**src/rtl/clk_divider.sv**
```systemverilog
// Programmable core-clock generator: divides clk by 2*divider and either emits a
// fixed burst of rising edges (single/N-step) or runs free until reconfigured.
module clk_divider #(
  parameter int COUNTER_BITS = 32,
  parameter int PULSE_BITS   = 32
) (
  input  logic                    clk,
  input  logic                    reset,
  input  logic                    write_pulse,
  input  logic                    option,
  input  logic                    out_enable,
  input  logic [COUNTER_BITS-1:0] divider,
  input  logic [PULSE_BITS-1:0]   pulse,
  output logic                    clk_o,
  output logic                    busy,
  output logic [PULSE_BITS-1:0]   pulses_left
);

  typedef enum logic {
    MODE_BURST = 1'b0,
    MODE_AUTO  = 1'b1
  } mode_t;

  localparam logic [COUNTER_BITS-1:0] CNT_ONE   = COUNTER_BITS'(1);
  localparam logic [COUNTER_BITS-1:0] CNT_ZERO  = '0;
  localparam logic [PULSE_BITS-1:0]   PULS_ONE  = PULSE_BITS'(1);
  localparam logic [PULSE_BITS-1:0]   PULS_ZERO = '0;

  mode_t                   mode_reg, mode_next;
  logic [COUNTER_BITS-1:0] div_reg, div_next;
  logic [COUNTER_BITS-1:0] counter_reg, counter_next;
  logic [PULSE_BITS-1:0]   remaining_reg, remaining_next;
  logic                    clk_q_reg, clk_q_next;
  logic                    running;
  logic                    terminal;
  logic                    advance;

  // A burst keeps running until its final high phase has fully completed.
  assign running  = (mode_reg == MODE_AUTO) || (remaining_reg != PULS_ZERO) || clk_q_reg;
  assign terminal = (counter_reg == (div_reg - CNT_ONE));
  assign advance  = out_enable && running;

  always_comb begin
    mode_next      = mode_reg;
    div_next       = div_reg;
    counter_next   = counter_reg;
    remaining_next = remaining_reg;
    clk_q_next     = clk_q_reg;

    if (write_pulse) begin
      // Load wins over pause and over any run in progress, even mid-high-phase.
      mode_next      = mode_t'(option);
      div_next       = (divider == CNT_ZERO) ? CNT_ONE : divider;
      remaining_next = option ? PULS_ZERO : pulse;
      counter_next   = CNT_ZERO;
      clk_q_next     = 1'b0;
    end else if (advance) begin
      if (terminal) begin
        counter_next = CNT_ZERO;
        clk_q_next   = ~clk_q_reg;
        if (!clk_q_reg && (remaining_reg != PULS_ZERO)) begin
          remaining_next = remaining_reg - PULS_ONE;
        end
      end else begin
        counter_next = counter_reg + CNT_ONE;
      end
    end
  end

  always_ff @(posedge clk or posedge reset) begin
    if (reset) begin
      mode_reg      <= MODE_BURST;
      div_reg       <= CNT_ONE;
      counter_reg   <= CNT_ZERO;
      remaining_reg <= PULS_ZERO;
      clk_q_reg     <= 1'b0;
    end else begin
      mode_reg      <= mode_next;
      div_reg       <= div_next;
      counter_reg   <= counter_next;
      remaining_reg <= remaining_next;
      clk_q_reg     <= clk_q_next;
    end
  end

  assign clk_o       = clk_q_reg;
  assign busy        = running;
  assign pulses_left = remaining_reg;

endmodule

```
**config.mk**
```make
export PLATFORM = sky130hd
export DESIGN_NAME = clk_divider
export DESIGN_NICKNAME = d
export VERILOG_FILES = /design/src/rtl/clk_divider.sv
export SDC_FILE = /design/constraint.sdc
export NUM_CORES = 1
export LEC_CHECK = 0
export BUFFER_PORTS_ARGS = -buffer_cell sky130_fd_sc_hd__buf_2
export CORE_MARGIN = 10
export CORE_UTILIZATION = 58
export CTS_CLUSTER_SIZE = 12
export DETAILED_ROUTE_END_ITERATION = 16
export HOLD_SLACK_MARGIN = 0.12
export PLACE_DENSITY = 0.81
export SYNTH_ARGS = -nofsm -noshare
export SYNTH_HDL_FRONTEND = slang
export SYNTH_SLANG_ARGS = --single-unit
```
**constraint.sdc**
```tcl
create_clock -name clk -period 4.8 [get_ports clk]
set_clock_uncertainty 0.2 [all_clocks]
set_input_delay 0.48 -clock clk [delete_from_list [all_inputs] [get_ports clk]]
set_output_delay 0.48 -clock clk [all_outputs]
set_load 0.05 [all_outputs]
```
Word-level counts from Yosys, hierarchy flattened:

Index checks and enable logic that the tools add are counted.

* input bits: 69
* word-level logic and storage cells: 34
* register bits: 98

* add/subtract/negate cells: 3
* mux-type cells: 12
* equality and inequality tests: 1
* reduce and logical (&&, ||, !) cells: 12
* bitwise gates (word level): 1

Operator list (count)
* 2-to-1 mux 32 bit: 9
* subtractor 32 x 1 -> 32 bit, second input constant: 2
* adder 32 x 1 -> 32 bit, second input constant: 1
* equality test 32 bit: 1
* zero test 32 bit: 1
* nonzero test 32 bit: 1
* nonzero test 2 bit: 3
* 2-to-1 mux 1 bit: 3
* AND reduction 3 bit: 1
* logical AND 1 bit: 2
* logical OR 1 bit: 2
* AND reduction 2 bit: 1
* zero test 1 bit: 1
* inverter 1 bit: 1

Logic depth before layout (Yosys ltp):

Gate-level depths: netlist (run 1).

* depth in word-level cells: 6
* depth in mapped cells: 13
* gate-level depth less buffers: 11

Least setup slack after synthesis (run 1):

OpenSTA, ideal clock, no wires.

* kind: reg2reg
* start: register div_reg[1]
* end: register counter_reg[15]
* arrival time: 3.484 ns
* library setup time: 0.121 ns
* setup slack: 0.995 ns
* cell stages (with the launch flop): 14
* cells stage by stage: dfrtp_1 inv_1 ha_1 or4b_2 or4_4 nor4_4 xnor2_1 nand4_2 or3_4 buf_6 o21a_4 buf_6 a21o_1 a22o_1

* longest elaborated chain between the ends: 5

RTL lines
* start: declaration: line 30 `logic [COUNTER_BITS-1:0] div_reg, div_next;`
* start signal: assignment: line 79 `div_reg <= div_next;`
* subtractor 32 x 1 -> 32 bit: line 40 `assign terminal = (counter_reg == (div_reg - CNT_ONE));`
* equality test 32 bit: line 40
* 2-to-1 mux 32 bit: line 58 `if (terminal) begin`
* 2-to-1 mux 32 bit: line 57 `end else if (advance) begin`
* 2-to-1 mux 32 bit: line 50 `if (write_pulse) begin`
* end signal: assignment: line 80 `counter_reg <= counter_next;`
* end: declaration: line 31 `logic [COUNTER_BITS-1:0] counter_reg, counter_next;`

No other way between the ends. The select of a mux whose other input is x is not followed.
A chain may end at the register's enable or synchronous reset.

Worst setup path in the final report (run 1):

* start: register div_reg[1]
* end: register counter_reg[22]

The elaborated chain is that of the path after synthesis.

==> summary.md, run 1 <==
| Metric | Value |
|---|---|
| Comb pwr share | `20.8%` |
| Top_reg_cell synth | `dfrtp_1` |
| Clock Root Buffer | `clkbuf_16` |
| Gate Count Post-Synth | `720` |
| Initial antenna violation count | `0` |
| # nets final | `873` |
| Crit path kind | `reg2reg` |
| Overall Power | `2.27 mW` |
| Vias in the first global route | `6170` |
| Switching share of power | `31.4%` |
| Unrepaired setup endpoints after global routing | `false` |
| Fin util | `66.3%` |
| R2R cell count | `11` |
| Max Freq | `229 MHz` |
| Largest net degree at the start of global routing | `86` |
| Clock Tree Buf Depth | `2` |
| Mapped Nets | `792` |
| CTS tree | `built` |
| Total internal power | `1.56 mW` |
| Final worst path period need | `4380 ps` |
| CTS buffer count | `9` |
| Slowest CP cell | `or4b_2` |
| Largest area contributor in the netlist | `dfrtp_1` |
| Yosys Warn Count | `0` |
| Die area | `16100 um2` |
| Sw power | `0.714 mW` |
| Worst skew pair latency | `350 ps` |
| GR Util All Layers | `23.6%` |
| PortBufs | `102` |
| HP Class | `in2reg` |
| FP Rows | `39` |
| Final hold violation count | `0` |
| Crit path from | `div_reg[1]` |
| Reg2Reg Capture Point | `counter_reg[22]` |
| Seq pwr share | `42.9%` |
| Vias per cell | `6.60` |
| Overflow after GRT | `0` |
| Clock-pin slew on the worst setup and hold paths | `70 ps` |
| Antenna-violating nets left | `0` |
| Post-DP HPWL | `14300 um` |
| Slew Limit Fails | `0` |
| Max Cap Viol | `0` |
| WP data required | `4830 ps` |
| Final wirelength | `19300 um` |
| EDFF count, synth | `0` |
| Slew Limit Headroom | `30.9%` |
| Post-CTS resize count | `0` |
| Synth Register Bits | `98` |
| Placed instance area | `7170 um2` |
| Slowest cell delay on critical path | `620 ps` |
| Setup slack, reg-to-reg | `420 ps` |
| Max IR drop VDD | `232 uV` |
| Clock network power share | `36.3%` |
| Register area share after synthesis | `36.9%` |
| # DRC | `0` |
| Synth cell types | `82` |
| PwrDens | `303 nW/um2` |
| Worst reg2reg startpoint | `div_reg[1]` |
| Fraction of registers with async set/reset | `100%` |
| P&R area growth vs syn | `13.0%` |
| Arrival @ worst endpoint | `4410 ps` |
| Clock Sinks | `98` |
| Leak | `3.17 nW` |
| Global-route wire length before repair | `31700 um` |
| Share of the synthesized area in the top cell type | `36.5%` |
| Initial Utilization | `58.7%` |
| I/O Pins | `103` |
| Chip Height | `127 um` |
| Critical Path, Cell by Cell | `inv_1 -> ha_1 -> or4b_2 -> or4_4 -> nor4_4 -> xnor2_1 -> nand4_2 -> or3_4 -> nor2b_1 -> nor3_4 -> a221o_1` |
| Pre-CTS WS | `469 ps` |
| Vias post-DR | `6267` |
| Final GP Congestion | `0.952` |
| Most common cell after layout, fill and taps aside | `buf_2` |
| Tcrit/Tclk final | `91.2%` |
| Status | `completed` |
| Tightest Pin Transition | `1030 ps` |
| DR WL/cell | `20.3 um` |
| Die width | `127 um` |
| Core box area | `11300 um2` |
| DR pass1 iterations | `5` |
| Crit path to | `counter_reg[22]` |
| Syn Area/Cell | `9.23 um2` |
| Startpoint Class | `flop` |
| Hold-fix buffers, CTS | `1` |
| Ranking of synthesized cells by area | `dfrtp_1 (37%), mux2_2 (5.3%), xor2_1 (4.5%)` |
| Most frequent cells in the layout | `buf_2 (102), dfrtp_1 (97), nand2_1 (66), nor2_1 (46), nor4_1 (38)` |
| Worst Path Max Fanout | `14` |
| Post-route setup TNS | `0 ps` |
| Antenna Diode Count | `0` |
| Final instance area | `7510 um2` |
| CP endpoint kind | `flop` |
| Post-Syn Area | `6650 um2` |
| Layout cell share with drive strength beyond 1 | `24.2%` |
| Initial DRC count | `797` |
| Setup violators final | `0` |
| H-tree levels | `3` |
| Post-CTS Setup Inserts | `0` |
| Final WS setup | `425 ps` |
==> metal layers <==
layer	track usage [%]	up-vias	routed length, um
li1	-	2850	-
met1	29.8	3007	7770
met2	38.9	365	9380
met3	4.47	45	1670
met4	9.24	0	459
met5	0	-	0
==> per-stage QoR <==
stage               hold slack (ps)  instances
finish                          126        949
global route                    143        949
CTS                             125        949
detailed placement              320        932
global placement                296        932
floorplan                       282        720
==> cell type report <==
| class | count | area (um2) |
|---|---|---|
| clock inverter | 6 | 105 |
| timing repair buffer | 108 | 558 |
| multi-input combinational | 555 | 3870 |
| fill | 906 | 3810 |
| tap | 143 | 179 |
| inverter | 29 | 111 |
| clock buffer | 10 | 229 |
| sequential | 98 | 2450 |
==> synth_stat cells, types with 5 or more instances <==
master and n:
dfrtp_1 97, nand2_1 66, nor2_1 46, nor4_1 38
xor2_1 34, mux2_2 31, nor3_1 30, xnor2_1 29
inv_1 28, nand4_1 23, clkbuf_1 21, nand3_1 21
a21oi_1 19, o21ai_0 14, or3_1 13, o21ai_1 12
mux2i_1 10, a221o_1 9, a22o_1 9, a31oi_1 9
o22ai_1 8, and3_1 7, buf_6 7, nor2b_1 7
or4_1 7, a21o_1 6, or2_2 6, a211oi_1 5
and2_1 5, and4b_1 5, nand2b_1 5, nor4_4 5
or4_4 5
==> kinds of logic after synthesis <==
kind of cell | synth area share, %
xor+xnor | 8.30
simple gates | 28.8
flops | 36.9
buf+inv | 4.82
mux | 6.76
fa+ha+maj | 0.565
compound gates | 13.8
==> worst min path at each step <==
stage | slack [ps] | end | depth (start not counted) | from
after floorplan | 280 | mode_reg | 1 | mode_reg
after global placement | 300 | mode_reg | 1 | mode_reg
after detailed placement | 320 | mode_reg | 1 | mode_reg
after CTS | 120 | pulses_left[16] | 3 | pulse[16]
after global routing | 140 | pulses_left[16] | 3 | pulse[16]
final | 130 | pulses_left[16] | 3 | pulse[16]
==> critical path: cells and delay by family, from the launching register on <==
family          cells  cell delay [ps]
compound gates      1              370
buf+inv             1               80
flops               1              410
xor+xnor            1              160
fa+ha+maj           1              250
simple gates        7             2800
==> power by group through the flow <==
stage	logic [mW]	clock network, mW	registers [mW]
after detailed placement	0.467	0	0.986
after CTS	0.471	0.828	0.971
after global placement	0.451	0	0.980
final	0.473	0.825	0.975
after global routing	0.510	0.861	0.983
after floorplan	0.260	0	1.05
Note: power is estimated with default switching activity, not from simulation.
==> inputs of run 2 (changes only) <==
--- a/config.mk
+++ b/config.mk
@@ -5,6 +5,7 @@
 export SDC_FILE = /design/constraint.sdc
 export NUM_CORES = 1
 export LEC_CHECK = 0
+export ABC_AREA = 1
 export BUFFER_PORTS_ARGS = -buffer_cell sky130_fd_sc_hd__buf_2
 export CORE_MARGIN = 10
 export CORE_UTILIZATION = 58
==> summary.md, run 2 <==
| Metric | Value |
|---|---|
| Most frequent cells in the layout | `nand2_1 (400), nor2_1 (151), buf_2 (102), dfrtp_1 (97), inv_1 (88)` |
| Ranking of synthesized cells by area | `dfrtp_1 (34%), nand2_1 (21%), nor2_1 (8.1%)` |
| Mapped Nets | `1128` |
| Register area share after synthesis | `34.8%` |
| CTS buffer count | `9` |
| H-tree levels | `3` |
| Synth Register Bits | `98` |
| Most frequent cells after synthesis | `nand2_1 (400), nor2_1 (152), dfrtp_1 (97)` |
| Clock Root Buffer | `clkbuf_16` |
| Most common cell in the netlist | `nand2_1` |
| Antenna Diode Count | `0` |
| EDFF count, synth | `0` |
| Post-Syn Area | `7050 um2` |
| Clock-pin slew on the worst setup and hold paths | `60 ps` |
| Die area | `17000 um2` |
| Vias per cell | `5.45` |
| Max IR drop VDD | `265 uV` |
| Placed instance area | `7620 um2` |
| Unrepaired setup endpoints after global routing | `false` |
| Post-route setup TNS | `0 ps` |
| Worst skew pair latency | `360 ps` |
| Status | `completed` |
| Largest net degree at the start of global routing | `71` |
| Hold-fix buffers, CTS | `0` |
| Fraction of registers with async set/reset | `100%` |
| Chip Height | `130 um` |
| CP endpoint kind | `flop` |
| Overflow after GRT | `0` |
| # DRC | `0` |
| Post-CTS Setup Inserts | `0` |
| Core box area | `12000 um2` |
| Antenna-violating nets left | `0` |
| Most common cell after layout, fill and taps aside | `nand2_1` |
| Seq. cell area | `2450 um2` |
| Yosys Warn Count | `0` |
| Pre-CTS WS | `1620 ps` |
| # nets final | `1213` |
| CTS tree | `built` |
| Worst Path Max Fanout | `37` |
| Final instance area | `7930 um2` |
| Multi-input logic area | `4080 um2` |
| Vias in the first global route | `6903` |
| Slew Limit Headroom | `43.4%` |
| P&R area growth vs syn | `12.5%` |
| PwrDens | `355 nW/um2` |
| Final wirelength | `19300 um` |
| WHS | `76.0 ps` |
| Placed Cells incl. Taps | `1277` |
| Share of the synthesized area in the top cell type | `34.4%` |
| Final worst path period need | `3220 ps` |
| Post-DP HPWL | `14500 um` |
| Final GP Congestion | `0.944` |
| Tcrit/Tclk final | `67.1%` |
| Reg2Reg Capture Point | `pulses_left[14]` |
| Fillers | `1082` |
| Post-route insts no fill | `1293` |
| Layout cell share with drive strength beyond 1 | `13.4%` |
| Final WS setup | `1580 ps` |
| Clock Sinks | `98` |
| Max Freq | `310 MHz` |
| Initial DRC count | `524` |
| Leak | `4.21 nW` |
| Clock Tree Buf Depth | `2` |
| WP data required | `4830 ps` |
| Die width | `130 um` |
| I/O Pins | `103` |
| Final hold violation count | `0` |
| Crit path kind | `reg2reg` |
| Synth cell types | `38` |
| R2R cell count | `15` |
| Slew Limit Fails | `0` |
| DR WL/cell | `14.9 um` |
| FP Rows | `40` |
| Top_reg_cell synth | `dfrtp_1` |
| DR pass1 iterations | `5` |
| Setup slack, reg-to-reg | `1580 ps` |
| Global-route wire length before repair | `32300 um` |
| Vias post-DR | `7050` |
| Worst reg2reg startpoint | `div_reg[0]` |
| Largest area contributor in the netlist | `dfrtp_1` |
| HP Class | `in2async` |
| PortBufs | `102` |
| Syn Area/Cell | `6.67 um2` |
| Gate Count Post-Synth | `1056` |
| Initial Utilization | `58.9%` |
| GR Util All Layers | `23.5%` |
| Startpoint Class | `flop` |
| Max Cap Viol | `0` |
| Initial antenna violation count | `0` |
| Post-CTS resize count | `0` |
| Arrival @ worst endpoint | `3260 ps` |
| Tightest Pin Transition | `849 ps` |
| Setup violators final | `0` |
-- run 2: per-layer routing --
metal / wire [um] / GRT usage (%) / share of wire (%)
met5: 0 / 0 / 0
met1: 8140 / 28.3 / 42
met4: 484 / 10.3 / 2.5
met3: 1210 / 4.50 / 6.2
met2: 9480 / 40.0 / 49
-- run 2: cells by family after synthesis --
logic type / Yosys count / share of synthesized area, %
simple gates: 688 / 41.6
buf+inv: 125 / 7.38
flops: 98 / 34.8
xor+xnor: 82 / 10.2
compound gates: 60 / 5.45
fa+ha+maj: 3 / 0.533
-- run 2: worst max-delay path by stage --
stage | slack, ps | start | to
3_3_place_gp | 1740 | div_reg[0] | pulses_left[31]
4_1_cts | 1590 | pulses_left[0] | busy
2_1_floorplan | 1560 | reset | clk_o
6_report | 1580 | div_reg[0] | pulses_left[14]
3_5_place_dp | 1620 | div_reg[0] | pulses_left[14]
5_1_grt | 1350 | div_reg[0] | pulses_left[18]
-- run 2: cell type report --
| class | instances | share of cell area, % |
|---|---|---|
| Clock buffer | 14 | 3.46 |
| Inverter | 90 | 4.29 |
| Tap cell | 147 | 2.32 |
| Sequential cell | 98 | 30.9 |
| Timing Repair Buffer | 109 | 7.10 |
| Multi-Input combinational cell | 833 | 51.5 |
| Clock inverter | 2 | 0.442 |
-- run 2: report_power, final --
group          switching (mW)  leakage (nW)  internal (mW)
Clock                   0.314         0.153          0.446
Sequential              0.143          1.28          0.918
Combinational           0.698          2.78          0.296
-- run 2: worst max-delay path, stage by stage, from the launching register on --
cell	delay, ps
dfstp_2	370
inv_1	120
ha_1	230
nand2_2	130
nor2_4	170
nand2_1	150
o21ai_0	190
nand2_1	70
nor2_1	120
nand2_1	60
nor2_1	120
nand3_2	130
nand2_4	360
nand3_4	420
nand2_1	170
nand2_1	80
-- run 2: stage by stage --
step	util [%]	total power [mW]
after floorplan	-	1.80
after global placement	63.7	2.04
after detailed placement	63.7	2.06
after CTS	66.3	2.82
after global routing	66.3	2.98
final	66.3	2.82
==> inputs of run 3 (changes only) <==
==> constraint.sdc (replaced) <==
create_clock -name clk -period 3.36 [get_ports clk]
set_clock_uncertainty 0.2 [all_clocks]
set_input_delay 0.336 -clock clk [delete_from_list [all_inputs] [get_ports clk]]
set_output_delay 0.336 -clock clk [all_outputs]
set_load 0.05 [all_outputs]
==> summary.md, run 3 (synthesized netlist as in run 2, its figures left out) <==
| Metric | Value |
|---|---|
| Status | `completed` |
| PwrDens | `498 nW/um2` |
| Unrepaired setup endpoints after global routing | `false` |
| Die area | `17000 um2` |
| Slew Limit Headroom | `61.1%` |
| Initial DRC count | `511` |
| Worst Path Max Fanout | `32` |
| Max IR drop VDD | `483 uV` |
| Most common cell after layout, fill and taps aside | `nand2_1` |
| Max Freq | `331 MHz` |
| Vias per cell | `5.33` |
| Post-DP HPWL | `14000 um` |
| DR WL/cell | `14.9 um` |
| Startpoint Class | `flop` |
| Vias post-DR | `7075` |
| # DRC | `0` |
| Setup violators final | `0` |
| CTS tree | `built` |
| HP Class | `in2reg` |
| P&R area growth vs syn | `17.9%` |
| PortBufs | `102` |
| H-tree levels | `3` |
| Bufs and invs on worst path | `2` |
| Final wirelength | `19700 um` |
| Max Cap Viol | `0` |
| Clock Root Buffer | `clkbuf_16` |
| Crit path kind | `reg2reg` |
| R2R cell count | `17` |
| Post-route setup TNS | `0 ps` |
| Clock Sinks | `98` |
| Most frequent cells in the layout | `nand2_1 (400), nor2_1 (151), buf_2 (102), dfrtp_1 (97), inv_1 (88)` |
| Critical Path, Cell by Cell | `inv_1 -> ha_1 -> nand2_2 -> nor2_4 -> nand2_1 -> inv_1 -> nand2_1 -> nand2_1 -> nand2_1 -> nor2_1 -> nand2_1 -> nor2_1 -> nand3_2 -> nand2_4 -> nand3_4 -> nand2_1 -> nand2_1` |
| Hold Path Depth | `5` |
| CTS buffer count | `9` |
| Initial Utilization | `58.9%` |
| WP data required | `3400 ps` |
| Vias in the first global route | `7057` |
| Final worst path period need | `3020 ps` |
| Slowest CP cell | `dfstp_2` |
| Fillers | `1039` |
| Final instance area | `8310 um2` |
| Overflow after GRT | `0` |
| I/O Pins | `103` |
| Chip Height | `130 um` |
| Most numerous cell on the critical path | `nand2_1` |
| Core box area | `12000 um2` |
| Antenna-violating nets left | `0` |
| Worst skew pair latency | `360 ps` |
| Slew Limit Fails | `0` |
| FP Rows | `40` |
| Arrival @ worst endpoint | `3060 ps` |
| Initial antenna violation count | `0` |
| Clock Tree Buf Depth | `2` |
| Global-route wire length before repair | `33100 um` |
| Final GP Congestion | `0.948` |
| Multi-input logic area | `4080 um2` |
| Antenna Diode Count | `0` |
| Largest net degree at the start of global routing | `99` |
| WHS | `127 ps` |
| Largest delay contributor family on the critical path | `simple AND/OR/NAND/NOR gates` |
| Die width | `130 um` |
| Leak | `4.37 nW` |
| Layout cell share with drive strength beyond 1 | `13.2%` |
| Tcrit/Tclk final | `89.9%` |
| Clock-pin slew on the worst setup and hold paths | `70 ps` |
| Final hold violation count | `0` |
| DR pass1 iterations | `5` |
| Placed instance area | `7640 um2` |
| Worst path depth | `17` |
| # nets final | `1247` |
| Slowest cell delay on critical path | `370 ps` |
| GR Util All Layers | `24.0%` |
| Tightest Pin Transition | `583 ps` |
| Seq. cell area | `2450 um2` |
| CP endpoint kind | `flop` |
| Post-CTS Setup Inserts | `0` |
run 3: final timing paths:
| check | start | endpoint | slack [ps] |
|---|---|---|---|
| min in group asynchronous | reset | pulses_left[6] | 450 |
| worst min register to register | div_reg[31] | div_reg[31] | 300 |
| worst max-delay path | div_reg[0] | pulses_left[22] | 340 |
| worst min-delay path | pulse[23] | pulses_left[23] | 130 |
| max in group asynchronous | reset | div_reg[21] | 2100 |
| worst max register to register | div_reg[0] | pulses_left[22] | 340 |
run 3: area by class of cell:
class / instances / area share, %
flip-flops and latches: 98 / 29.5
repair buffers: 143 / 11.0
multi-input cells: 833 / 49.1
clock buffers: 11 / 3.04
clock inverters: 5 / 1.04
well taps: 147 / 2.21
inverters: 90 / 4.10
run 3: worst register-to-register path, cell delays in order, from the launching register on:
cell	delay (ps)
dfstp_2	370
inv_1	110
ha_1	220
nand2_2	130
nor2_4	180
nand2_1	150
inv_1	110
nand2_1	50
nand2_1	60
nand2_1	60
nor2_1	120
nand2_1	70
nor2_1	190
nand3_2	140
nand2_4	140
nand3_4	340
nand2_1	200
nand2_1	70
run 3: power by group:
group / switching, mW / leakage, nW / internal, mW
clock: 0.469 / 0.166 / 0.697
combinational: 1.01 / 2.93 / 0.450
sequential: 0.197 / 1.28 / 1.31
run 3: per-stage QoR:
| stage | power [mW] | util (%) | worst slack (ps) | instances |
|---|---|---|---|---|
| after floorplan | 2.57 | - | 264 | 1056 |
| after global placement | 2.91 | 63.9 | 529 | 1278 |
| after detailed placement | 2.94 | 63.9 | 474 | 1278 |
| after CTS | 4.14 | 69.5 | 394 | 1327 |
| after global routing | 4.39 | 69.5 | 73.7 | 1327 |
| final | 4.14 | 69.5 | 341 | 1327 |
run 3: layer usage:
metal / share of wire (%) / GRT usage [%] / up-vias
met2: 49 / 41.4 / 217
met1: 42 / 28.7 / 3237
li1: - / - / 3582
met5: 0 / 0 / -
met4: 2.6 / 8.13 / 0
met3: 6.2 / 5.76 / 39
run 3: what timing repair did:
action | CTS | global route
gates resized for setup | 0 | 0
hold endpoints to repair | 129 | 0
hold buffers | 33 | 0
